**src/rtl/fetch_stage_if.sv**
```systemverilog
// Fetch-stage bus bundle: instruction-memory port, branch redirect and the
// valid/ready output handshake toward decode.
interface fetch_stage_if #(
  parameter int INSTR_W = 32
);
  logic [7:0]         imem_addr;
  logic [INSTR_W-1:0] imem_rdata;
  logic               branch_valid;
  logic [7:0]         branch_target;
  logic               out_valid;
  logic               out_ready;
  logic [7:0]         out_pc;
  logic [INSTR_W-1:0] out_instr;

  // master: the fetch stage itself
  modport master (
    output imem_addr,
    input  imem_rdata,
    input  branch_valid,
    input  branch_target,
    output out_valid,
    input  out_ready,
    output out_pc,
    output out_instr
  );

  // slave: memory, execute and decode around the fetch stage
  modport slave (
    input  imem_addr,
    output imem_rdata,
    output branch_valid,
    output branch_target,
    input  out_valid,
    output out_ready,
    input  out_pc,
    input  out_instr
  );
endinterface

```
**src/rtl/fetch_stage.sv**
```systemverilog
// Instruction fetch: 8-bit PC driving a combinational instruction memory,
// feeding a 2-entry {pc, instr} FIFO toward decode, with branch redirect.
module fetch_stage #(
  parameter logic [7:0] RESET_PC = 8'h00,
  parameter int         INSTR_W  = 32
) (
  input  logic           clk,
  input  logic           rst,
  fetch_stage_if.master  bus
);

  function automatic logic [7:0] pc_advance(input logic [7:0] pc);
    return pc + 8'd4;
  endfunction

  function automatic logic [7:0] align_word(input logic [7:0] addr);
    return {addr[7:2], 2'b00};
  endfunction

  logic [7:0]         pc_p0;
  logic [1:0]         count_p1;
  logic               head_p1;
  logic [7:0]         pc_q_p1    [2];
  logic [INSTR_W-1:0] instr_q_p1 [2];

  logic vld_p1;
  logic pop;
  logic push;
  logic wr_idx;

  assign vld_p1 = (count_p1 != 2'd0);

  always_comb begin
    pop    = vld_p1 && bus.out_ready && !bus.branch_valid;
    push   = !bus.branch_valid && ((count_p1 != 2'd2) || pop);
    // Tail slot: the one after head when one entry is queued, otherwise head
    // itself (empty queue, or full queue whose head leaves this cycle).
    wr_idx = head_p1 ^ (count_p1 == 2'd1);
  end

  assign bus.imem_addr = pc_p0;
  assign bus.out_valid = vld_p1;
  assign bus.out_pc    = pc_q_p1[head_p1];
  assign bus.out_instr = instr_q_p1[head_p1];

  // Stage p0 -> p1: fetch at PC, enqueue {PC, word}, dequeue toward decode
  always_ff @(posedge clk) begin
    if (rst) begin
      pc_p0    <= RESET_PC;
      count_p1 <= 2'd0;
      head_p1  <= 1'b0;
      for (int i = 0; i < 2; i++) begin
        pc_q_p1[i]    <= 8'h00;
        instr_q_p1[i] <= '0;
      end
    end else if (bus.branch_valid) begin
      pc_p0    <= align_word(bus.branch_target);
      count_p1 <= 2'd0;
    end else begin
      if (push) begin
        pc_q_p1[wr_idx]    <= pc_p0;
        instr_q_p1[wr_idx] <= bus.imem_rdata;
        pc_p0              <= pc_advance(pc_p0);
      end
      if (pop) begin
        head_p1 <= ~head_p1;
      end
      count_p1 <= count_p1 + 2'(push) - 2'(pop);
    end
  end

endmodule

```
**src/flat_wrapper.sv**
```systemverilog
// flat-port wrapper written by rule: the top's interface ports become plain ports
module fetch_stage_flat 
#(
  parameter logic [7:0] RESET_PC = 8'h00,
  parameter int         INSTR_W  = 32
)
  (clk, rst, bus_imem_addr, bus_imem_rdata, bus_branch_valid, bus_branch_target, bus_out_valid, bus_out_ready, bus_out_pc, bus_out_instr);
  fetch_stage_if #(.INSTR_W(INSTR_W)) bus_i ();
  input  logic clk;
  input  logic rst;
  output wire logic [$bits(bus_i.imem_addr)-1:0] bus_imem_addr;
  input wire logic [$bits(bus_i.imem_rdata)-1:0] bus_imem_rdata;
  input wire logic [$bits(bus_i.branch_valid)-1:0] bus_branch_valid;
  input wire logic [$bits(bus_i.branch_target)-1:0] bus_branch_target;
  output wire logic [$bits(bus_i.out_valid)-1:0] bus_out_valid;
  input wire logic [$bits(bus_i.out_ready)-1:0] bus_out_ready;
  output wire logic [$bits(bus_i.out_pc)-1:0] bus_out_pc;
  output wire logic [$bits(bus_i.out_instr)-1:0] bus_out_instr;
  assign bus_imem_addr = bus_i.imem_addr;
  assign bus_i.imem_rdata = bus_imem_rdata;
  assign bus_i.branch_valid = bus_branch_valid;
  assign bus_i.branch_target = bus_branch_target;
  assign bus_out_valid = bus_i.out_valid;
  assign bus_i.out_ready = bus_out_ready;
  assign bus_out_pc = bus_i.out_pc;
  assign bus_out_instr = bus_i.out_instr;
  fetch_stage #(.RESET_PC(RESET_PC), .INSTR_W(INSTR_W)) u_core (.clk(clk), .rst(rst), .bus(bus_i));
endmodule
```
**config.mk**
```make
export PLATFORM = sky130hd
export DESIGN_NAME = fetch_stage_flat
export DESIGN_NICKNAME = d
export VERILOG_FILES = /design/src/rtl/fetch_stage_if.sv /design/src/rtl/fetch_stage.sv /design/src/flat_wrapper.sv
export SDC_FILE = /design/constraint.sdc
export NUM_CORES = 1
export LEC_CHECK = 0
export BUFFER_PORTS_ARGS = -buffer_cell sky130_fd_sc_hd__buf_2
export CAP_MARGIN = 10
export CELL_PAD_IN_SITES_DETAIL_PLACEMENT = 1
export CELL_PAD_IN_SITES_GLOBAL_PLACEMENT = 1
export CORE_UTILIZATION = 39
export DETAILED_ROUTE_END_ITERATION = 8
export GPL_TIMING_DRIVEN = 0
export PLACE_DENSITY = 0.86
export SYNTH_ARGS = -nofsm -noshare
export SYNTH_HDL_FRONTEND = slang
export SYNTH_SLANG_ARGS = --single-unit
```
**constraint.sdc**
```tcl
create_clock -name clk -period 2.35 [get_ports clk]
set_input_delay 0.1175 -clock clk [delete_from_list [all_inputs] [get_ports clk]]
set_output_delay 0.1175 -clock clk [all_outputs]
set_load 0.02 [all_outputs]
```
==> results list, run 1 <==
- The run finished with clean final reports.
- Mean Syn Cell Area: 14.2 um2
- Measured against its own limit, the worst slew margin works out to 61.0%.
- Setup violations remaining at the end of the flow were counted as 0.
- GRT Overall Usage: between 10% and 20%
* Startpoint of the lowest-slack register-to-register path: u_core.count_p1[0]$_SDFF_PP0_
- Hold_buf cts: 0
* Class of the most critical hold timing path: input pin to flip-flop
- Internal power contribution: 0.00267 W
- Hold violation total from the final report: 0
- Number of buffers created by CTS: 9
- Switching power share of the total: a little under a quarter
* Net count of the finished layout: 422
* Kind of launch point of the worst setup path: flip-flop
* Antenna violations before repair: 0
- Final Hold Slack: 35.8 ps
* Commonest non-fill, non-tap cell in the layout: sky130_fd_sc_hd__buf_2
- Among all flip-flop cells after synthesis, the most frequent one is sky130_fd_sc_hd__edfxtp_1.
- Setup total negative slack on the finished layout was measured at 0 ps.
- Number of enable-type register cells in the synthesized netlist: 76
- Worst path arrival time: 2190 ps
- Library cells used by synthesis: 37
* Area share of fa/ha/maj cells after synthesis: 0.963%
- Starting utilization of the core area: between 40% and 50%
- Post-detailed-route count of antenna-violating nets: 0
- The clock period could shrink to 2130 ps.
- Routability-driven placement finished with a final weighted congestion of 0.761.
* Total of max-cap violations: 0
- Port Buffer Count: 85
- Yosys printed 0 warnings.
- Clock-pin slew was measured on the worst setup and hold paths at 80 ps.
- Share of final-layout standard cells stronger than drive strength 1: 43.7%
* Net switching power figure: 0.000831 W
* Number of rows created at floorplan: 36
- Transition time at the pin with the least slew margin: around 600 ps
- Skew-Pair Late Insertion Delay: ~360 ps
- Launch instance of the worst min-delay path: bus_branch_target[6]
- Areal power density over the cells: 734 mW/mm2
- Iteration count of the initial detailed-routing pass: 4
* Maximum count of clock buffers along a single path: 2
* Final Instance Count excl. Fillers: 513
- Share of synthesized area occupied by flip-flops and latches: 63.7%
* Wire length of the first global-routing pass: 12300 um
* Crit path setup slack, layout: 221 ps
* Largest net degree at the start of global routing: 39
- In the synthesized netlist, mux cells make up 11.3% of the area.
- Main combinational cell family by area after synthesis: simple AND/OR/NAND/NOR gates
- F_max: 470 MHz
- Seq pwr share: about 52%
- The core region is 0.00973 mm2.
* Placed cell count: 497
- Cell count after synthesis: 275
- After synthesis, the share of flip-flops with an asynchronous set or reset is 0%.
- Violation count after the first detailed-routing iteration: 63
* Most frequent cells in the layout: sky130_fd_sc_hd__buf_2, sky130_fd_sc_hd__and2_1, sky130_fd_sc_hd__edfxtp_1
- Post-detailed-route wirelength per cell: about 16 um
- Share of the clock period used by the worst path: 90.6%
- TritonCTS built the clock tree.
- Of the total synthesized cell area, the portion taken by XOR and XNOR cells is about 1.8%.
- Final clock skew: 13.4 ps
* Worst setup path category: flip-flop to flip-flop
- Post-synthesis simple-gate area fraction: 16.8%
* Yosys reg bits: 86
- 0 antenna diodes ended up in the layout.
- The number of global-route vias before repair is 2443.
- Synth-to-Final Area Change: 22.3%
- For this run the aggregate overflow at the end of global routing stands at 0.
- Prior to clock tree synthesis, the placed netlist has a worst setup slack of 33.9 ps.
- At the worst endpoint, the required time is 2410 ps.
- Summing the areas of all compound-gate instances in the mapped netlist gives under 10% of the synthesized area.
- The clock tree synthesis step divided the H-tree into 3 levels.
* Total length of routed wires: between 8000 and 9000 um
- Leakage dissipation: 2.00 nW
* Maximum vdd drop: 255 uV
- Number of sinks on the clock net: 86
* Ports: between 90 and 100
- The routed layout has roughly 2400 vias.
* HPWL after DPL: slightly below 6000 um
- In this run the cell area of the synthesized design comes to 0.00390 mm2.
- In the routed layout, each cell is associated on average with a via count of 4.67.
- Final Max Slew Viols: 0
- Worst-path maximum fanout: 20
* Number of remaining DRC errors: 0
- Clk pwr share: 35.0%
- The share of total power dissipated in combinational logic is 13.3%.
- Worst setup path startpoint: u_core.count_p1[0]$_SDFF_PP0_
* Unrepaired setup endpoints after global routing: false
- CP Capture Type: flip-flop
- Fill cell instance count of the final layout: 1054
* Overall die area: approximately 0.010 mm2
- The cell sitting at the root of the clock tree is a sky130_fd_sc_hd__clkbuf_8.
- In this run the horizontal extent of the chip is 102 um.
- From bottom edge to top edge, the die measures 102 um.
worst paths after layout:
kind | slack (ps) | depth (start not counted) | to
worst max register to register | 220 | 6 | u_core.instr_q_p1[0][22]$_SDFFCE_PN0P_
worst min register to register | 580 | 2 | u_core.bus.imem_addr[3]$_SDFFE_PP0P_
worst min-delay path | 40 | 3 | u_core.bus.imem_addr[6]$_SDFFE_PP0P_
worst max-delay path | 220 | 6 | u_core.instr_q_p1[0][22]$_SDFFCE_PN0P_
synth_stat cells (2+ instances only):
| library cell | instances | area [um2] |
|---|---|---|
| sky130_fd_sc_hd__nand3_1 | 3 | 15.0 |
| sky130_fd_sc_hd__a211oi_1 | 2 | 15.0 |
| sky130_fd_sc_hd__inv_1 | 2 | 7.51 |
| sky130_fd_sc_hd__and2_1 | 77 | 482 |
| sky130_fd_sc_hd__clkbuf_2 | 2 | 10.0 |
| sky130_fd_sc_hd__mux2_2 | 39 | 439 |
| sky130_fd_sc_hd__nand2_1 | 4 | 15.0 |
| sky130_fd_sc_hd__buf_2 | 4 | 20.0 |
| sky130_fd_sc_hd__dfxtp_1 | 10 | 200 |
| sky130_fd_sc_hd__ha_1 | 3 | 37.5 |
| sky130_fd_sc_hd__xor2_1 | 2 | 17.5 |
| sky130_fd_sc_hd__edfxtp_1 | 76 | 2280 |
| sky130_fd_sc_hd__nand2b_2 | 3 | 26.3 |
| sky130_fd_sc_hd__o2bb2ai_1 | 2 | 17.5 |
| sky130_fd_sc_hd__buf_6 | 4 | 45.0 |
| sky130_fd_sc_hd__or2_2 | 2 | 12.5 |
| sky130_fd_sc_hd__clkbuf_1 | 4 | 15.0 |
| sky130_fd_sc_hd__xnor2_1 | 4 | 35.0 |
| sky130_fd_sc_hd__buf_4 | 4 | 30.0 |
| sky130_fd_sc_hd__nor2_1 | 9 | 33.8 |
| sky130_fd_sc_hd__nor3_1 | 2 | 10.0 |
| sky130_fd_sc_hd__a311oi_1 | 2 | 17.5 |
worst max-delay path, cell delays in order (launching register included):
cell	delay (ps)
sky130_fd_sc_hd__dfxtp_1	440
sky130_fd_sc_hd__nor3b_2	100
sky130_fd_sc_hd__nand2b_2	210
sky130_fd_sc_hd__nor2_2	180
sky130_fd_sc_hd__buf_6	170
sky130_fd_sc_hd__or2_2	490
sky130_fd_sc_hd__buf_16	240
per-layer routing:
| metal | track usage [%] | part of all wire (%) |
|---|---|---|
| met1 | 17.6 | 41 |
| met2 | 29.7 | 54 |
| met3 | 4.45 | 3.9 |
| met4 | 6.92 | 1.2 |
| met5 | 0 | 0 |
power by group through the flow:
stage               registers, W  logic (W)  clock network, W
CTS                      0.00181   0.000473           0.00125
floorplan                0.00184   0.000293                 0
finish                   0.00181   0.000464           0.00122
global placement         0.00184   0.000447                 0
global route             0.00182   0.000504           0.00131
detailed placement       0.00185   0.000470                 0
flip-flops by register name (all words and copies together) (netlist names), named ones only:
signal,flops
u_core.pc_q_p1,12
u_core.count_p1,2
u_core.head_p1,1
u_core.instr_q_p1,64
u_core.bus.imem_addr,6
what timing repair did:
item                                    CTS  global route
endpoints found under the setup margin    0            38
resized for setup                         0             1
setup buffers                             0             0
per-stage QoR:
stage          instance area, um2  utilization [%]  total power, W
6_report                     4770             49.0         0.00350
5_1_grt                      4770             49.0         0.00363
4_1_cts                      4770             49.0         0.00354
3_5_place_dp                 4530             46.6         0.00232
3_3_place_gp                 4500             46.3         0.00229
2_1_floorplan                3910                -         0.00214
kinds of logic after synthesis:
group	Yosys count
xor+xnor	7
mux	39
flops	86
simple gates	108
fa+ha+maj	3
buf+inv	21
other cells	1
compound gates	10
cell type report:
class	count	area [um2]	share of cell area, %
flip-flops and latches	86	2480	52.1
multi-input cells	171	1300	27.2
repair buffers	86	453	9.50
well taps	133	166	3.49
clock buffers	9	124	2.60
plain buffers	18	120	2.52
clock inverters	7	113	2.36
inverters	3	11.3	0.236
Note: power is estimated with default switching activity, not from simulation.
==> run 2: changes to the inputs <==
--- a/config.mk
+++ b/config.mk
@@ -12,7 +12,7 @@
 export CORE_UTILIZATION = 39
 export DETAILED_ROUTE_END_ITERATION = 8
 export GPL_TIMING_DRIVEN = 0
-export PLACE_DENSITY = 0.86
+export PLACE_DENSITY = 0.75
 export SYNTH_ARGS = -nofsm -noshare
 export SYNTH_HDL_FRONTEND = slang
 export SYNTH_SLANG_ARGS = --single-unit
==> results list, run 2 (synthesized netlist as in run 1, its figures left out) <==
* Status: completed
* Skew-Pair Late Insertion Delay: 350 ps (about the same)
- The floorplan row count was 36 (unchanged).
- Number of buffers created by CTS: 9 (unchanged)
- The fraction of layout cells with a size suffix above 1 is 43.2% (-0.53 points).
- Endpoint of the most critical register-to-register path: u_core.instr_q_p1[0][21]$_SDFFCE_PN0P_
- Areal power density over the cells: 712 mW/mm2 (-2.9%)
* Final worst path period need: 2130 ps (+3.75 ps)
- Total gr overflow: 0 (unchanged)
* Total length of routed wires: 7910 um (-3.3%)
- The number of H-tree levels is 3 (unchanged).
* Overall die area: 0.0104 mm2 (unchanged)
- STA classifies the critical path startpoint as a flip-flop.
- Top reg by flops: u_core.instr_q_p1
* Total of max-cap violations: 0 (unchanged)
* Unrepaired setup endpoints after global routing: false
- Starting utilization of the core area: 40.1% (unchanged)
- HPWL after DPL: 5660 um (-2.4%)
- Leakage dissipation: 1.99 nW (-0.73%)
- Via count of the first global-routing pass: 2423 (-0.82%)
- Critical path destination: u_core.instr_q_p1[0][21]$_SDFFCE_PN0P_
- The number of antenna-violating nets in the routed design was 0 (unchanged).
- Crit path setup slack, layout: 218 ps (-3.75 ps)
- Placed cell count: 497 (unchanged)
- Hold path depth: 2 (-1)
- The maximum fanout count along the critical path is 20 (unchanged).
- The setup slack after placement came to 38.4 ps (+4.52 ps).
* Data required time of the worst path: 2400 ps (about the same)
- Transition time at the pin with the least slew margin: 620 ps (+34.6 ps)
* Final clock skew: 10.2 ps (-3.11 ps)
* Number of vias per cell: 4.65 (-0.25%)
- Root cell of the clock tree: sky130_fd_sc_hd__clkbuf_8
- Ports: 93 (unchanged)
- The max-slew headroom at the worst pin was 58.7% (-2.3 points).
- Share of the clock period used by the worst path: 90.7% (+0.16 points)
* Final Instance Count excl. Fillers: 513 (unchanged)
- The global routing usage summed across all routing layers is 16.2% (-0.069 points).
- The post-route DRC violation count came to 0 (unchanged).
- Detailed-route via count: 2388 (-0.25%)
* Worst setup path startpoint: u_core.count_p1[0]$_SDFF_PP0_
- The number of diodes was 0 (unchanged).
- Synth-to-Final Area Change: 21.7%
* Largest net degree at the start of global routing: 39 (unchanged)
- Maximum vdd drop: 346 uV (+35%)
* Worst setup path category: flip-flop to flip-flop
- The die span in y came to 102 um (unchanged).
- Core area: 0.00973 mm2 (unchanged)
- CP Capture Type: flip-flop
* Clk pin slew, worst setup/hold paths: 90 ps (about the same)
- The register cell area after layout is 0.00248 mm2 (unchanged).
- The iteration-0 DRC count of the detailed router is 62 (-1.6%).
- Worst path arrival time: 2190 ps (about the same)
* Number of sinks on the clock net: 86 (unchanged)
- Net count of the finished layout: 422 (unchanged)
* Antenna violations before repair: 0 (unchanged)
- The hold violation total from the final report came to 0 (unchanged).
- The routability congestion estimate from global placement is 0.718 (-5.7%).
- Number of flip-flops in the largest register: 64 (unchanged)
- The first-pass GRT wire length was 12100 um (-1.6%).
* Maximum count of clock buffers along a single path: 2 (unchanged)
* Iteration count of the initial detailed-routing pass: 4 (unchanged)
- Most frequent cells in the layout: sky130_fd_sc_hd__buf_2, sky130_fd_sc_hd__and2_1, sky130_fd_sc_hd__edfxtp_1
- Port Buffer Count: 85 (unchanged)
- The tightest min-delay check is of the input pin to flip-flop type.
* Worst reg2reg path depth: 6 (unchanged)
* F_max: 469 MHz (-0.18%)
- The number of inserted filler cells in the final layout came to 1046 (-0.76%).
- Final setup fails: 0 (unchanged)
- TritonCTS built the clock tree.
- The footprint of the multi-input gates came to 0.00130 mm2 (unchanged).
- The horizontal die dimension is 102 um (unchanged).
- Leaving out fill and tap cells, the most frequent cell in the layout is sky130_fd_sc_hd__buf_2.
- The final-report max-slew violation count is 0 (unchanged).
- The slack of the worst reg-to-reg path was 220 ps (about the same).
* Post-detailed-route wirelength per cell: 15.4 um (-3.3%)
- Startpoint of the lowest-slack register-to-register path: u_core.count_p1[0]$_SDFF_PP0_
-- run 2: cell count changes in the layout (fill, tap and decap cells not counted) --
cell                        delta
sky130_fd_sc_hd__clkinv_2      -2
sky130_fd_sc_hd__bufinv_16     -1
sky130_fd_sc_hd__clkinv_1      +2
sky130_fd_sc_hd__clkinv_4      +1
-- run 2: stage by stage --
| step | util (%) | hold WS (ps) | power, W | instance area [um2] | setup TNS (ps) |
|---|---|---|---|---|---|
| after floorplan | - | 271 | 0.00214 | 3910 | 0 |
| after global routing | 48.8 | 29.7 | 0.00352 | 4740 | 0 |
| after global placement | 46.3 | 396 | 0.00229 | 4500 | -21330 |
| final | 48.8 | 39.4 | 0.00338 | 4740 | 0 |
| after detailed placement | 46.6 | 402 | 0.00232 | 4530 | 0 |
| after CTS | 48.7 | 22.2 | 0.00342 | 4740 | 0 |
-- run 2: worst max-delay path, stage by stage, from the launching register on --
cell	delay, ps
sky130_fd_sc_hd__dfxtp_1	450
sky130_fd_sc_hd__nor3b_2	100
sky130_fd_sc_hd__nand2b_2	220
sky130_fd_sc_hd__nor2_2	170
sky130_fd_sc_hd__buf_6	160
sky130_fd_sc_hd__or2_2	480
sky130_fd_sc_hd__buf_16	240
-- run 2: worst min-delay path by stage --
stage	startpoint	endpoint	slack, ps
3_3_place_gp	bus_branch_target[2]	u_core.bus.imem_addr[2]$_SDFFE_PP0P_	400
2_1_floorplan	bus_branch_target[2]	u_core.bus.imem_addr[2]$_SDFFE_PP0P_	270
5_1_grt	bus_imem_rdata[8]	u_core.instr_q_p1[1][8]$_SDFFCE_PN0P_	30
6_report	bus_branch_valid	u_core.count_p1[1]$_SDFF_PP0_	40
3_5_place_dp	bus_branch_valid	u_core.count_p1[1]$_SDFF_PP0_	400
4_1_cts	bus_branch_valid	u_core.count_p1[1]$_SDFF_PP0_	20
-- run 2: layout make-up --
| cell class | count | area share [%] |
|---|---|---|
| Sequential cell | 86 | 52.3 |
| Multi-Input combinational cell | 171 | 27.4 |
| Timing Repair Buffer | 86 | 9.55 |
| Tap cell | 133 | 3.51 |
| Clock buffer | 9 | 2.61 |
| Buffer | 18 | 2.53 |
| Clock inverter | 7 | 1.87 |
| Inverter | 3 | 0.237 |
-- run 2: metal layers --
metal  vias up  share of wire, %  GRT usage, %
met2        58                52          28.4
met5         -                 0             0
li1       1159                 -             -
met1      1160                42          18.6
met3        11               4.2          3.97
met4         0               2.0          7.58
-- run 2: timing repair --
item | in CTS | in global routing
gates resized for setup | 0 | 1
hold buffers | 0 | 0
setup endpoints to repair | 0 | 38
setup buffers | 0 | 0
-- run 2: power breakdown --
part	internal, W	total, W	switching [W]	leakage [nW]
combinational	0.000195	0.000462	0.000267	1.00
clock	0.000592	0.00111	0.000515	0.106
sequential	0.00177	0.00181	0.0000378	0.879
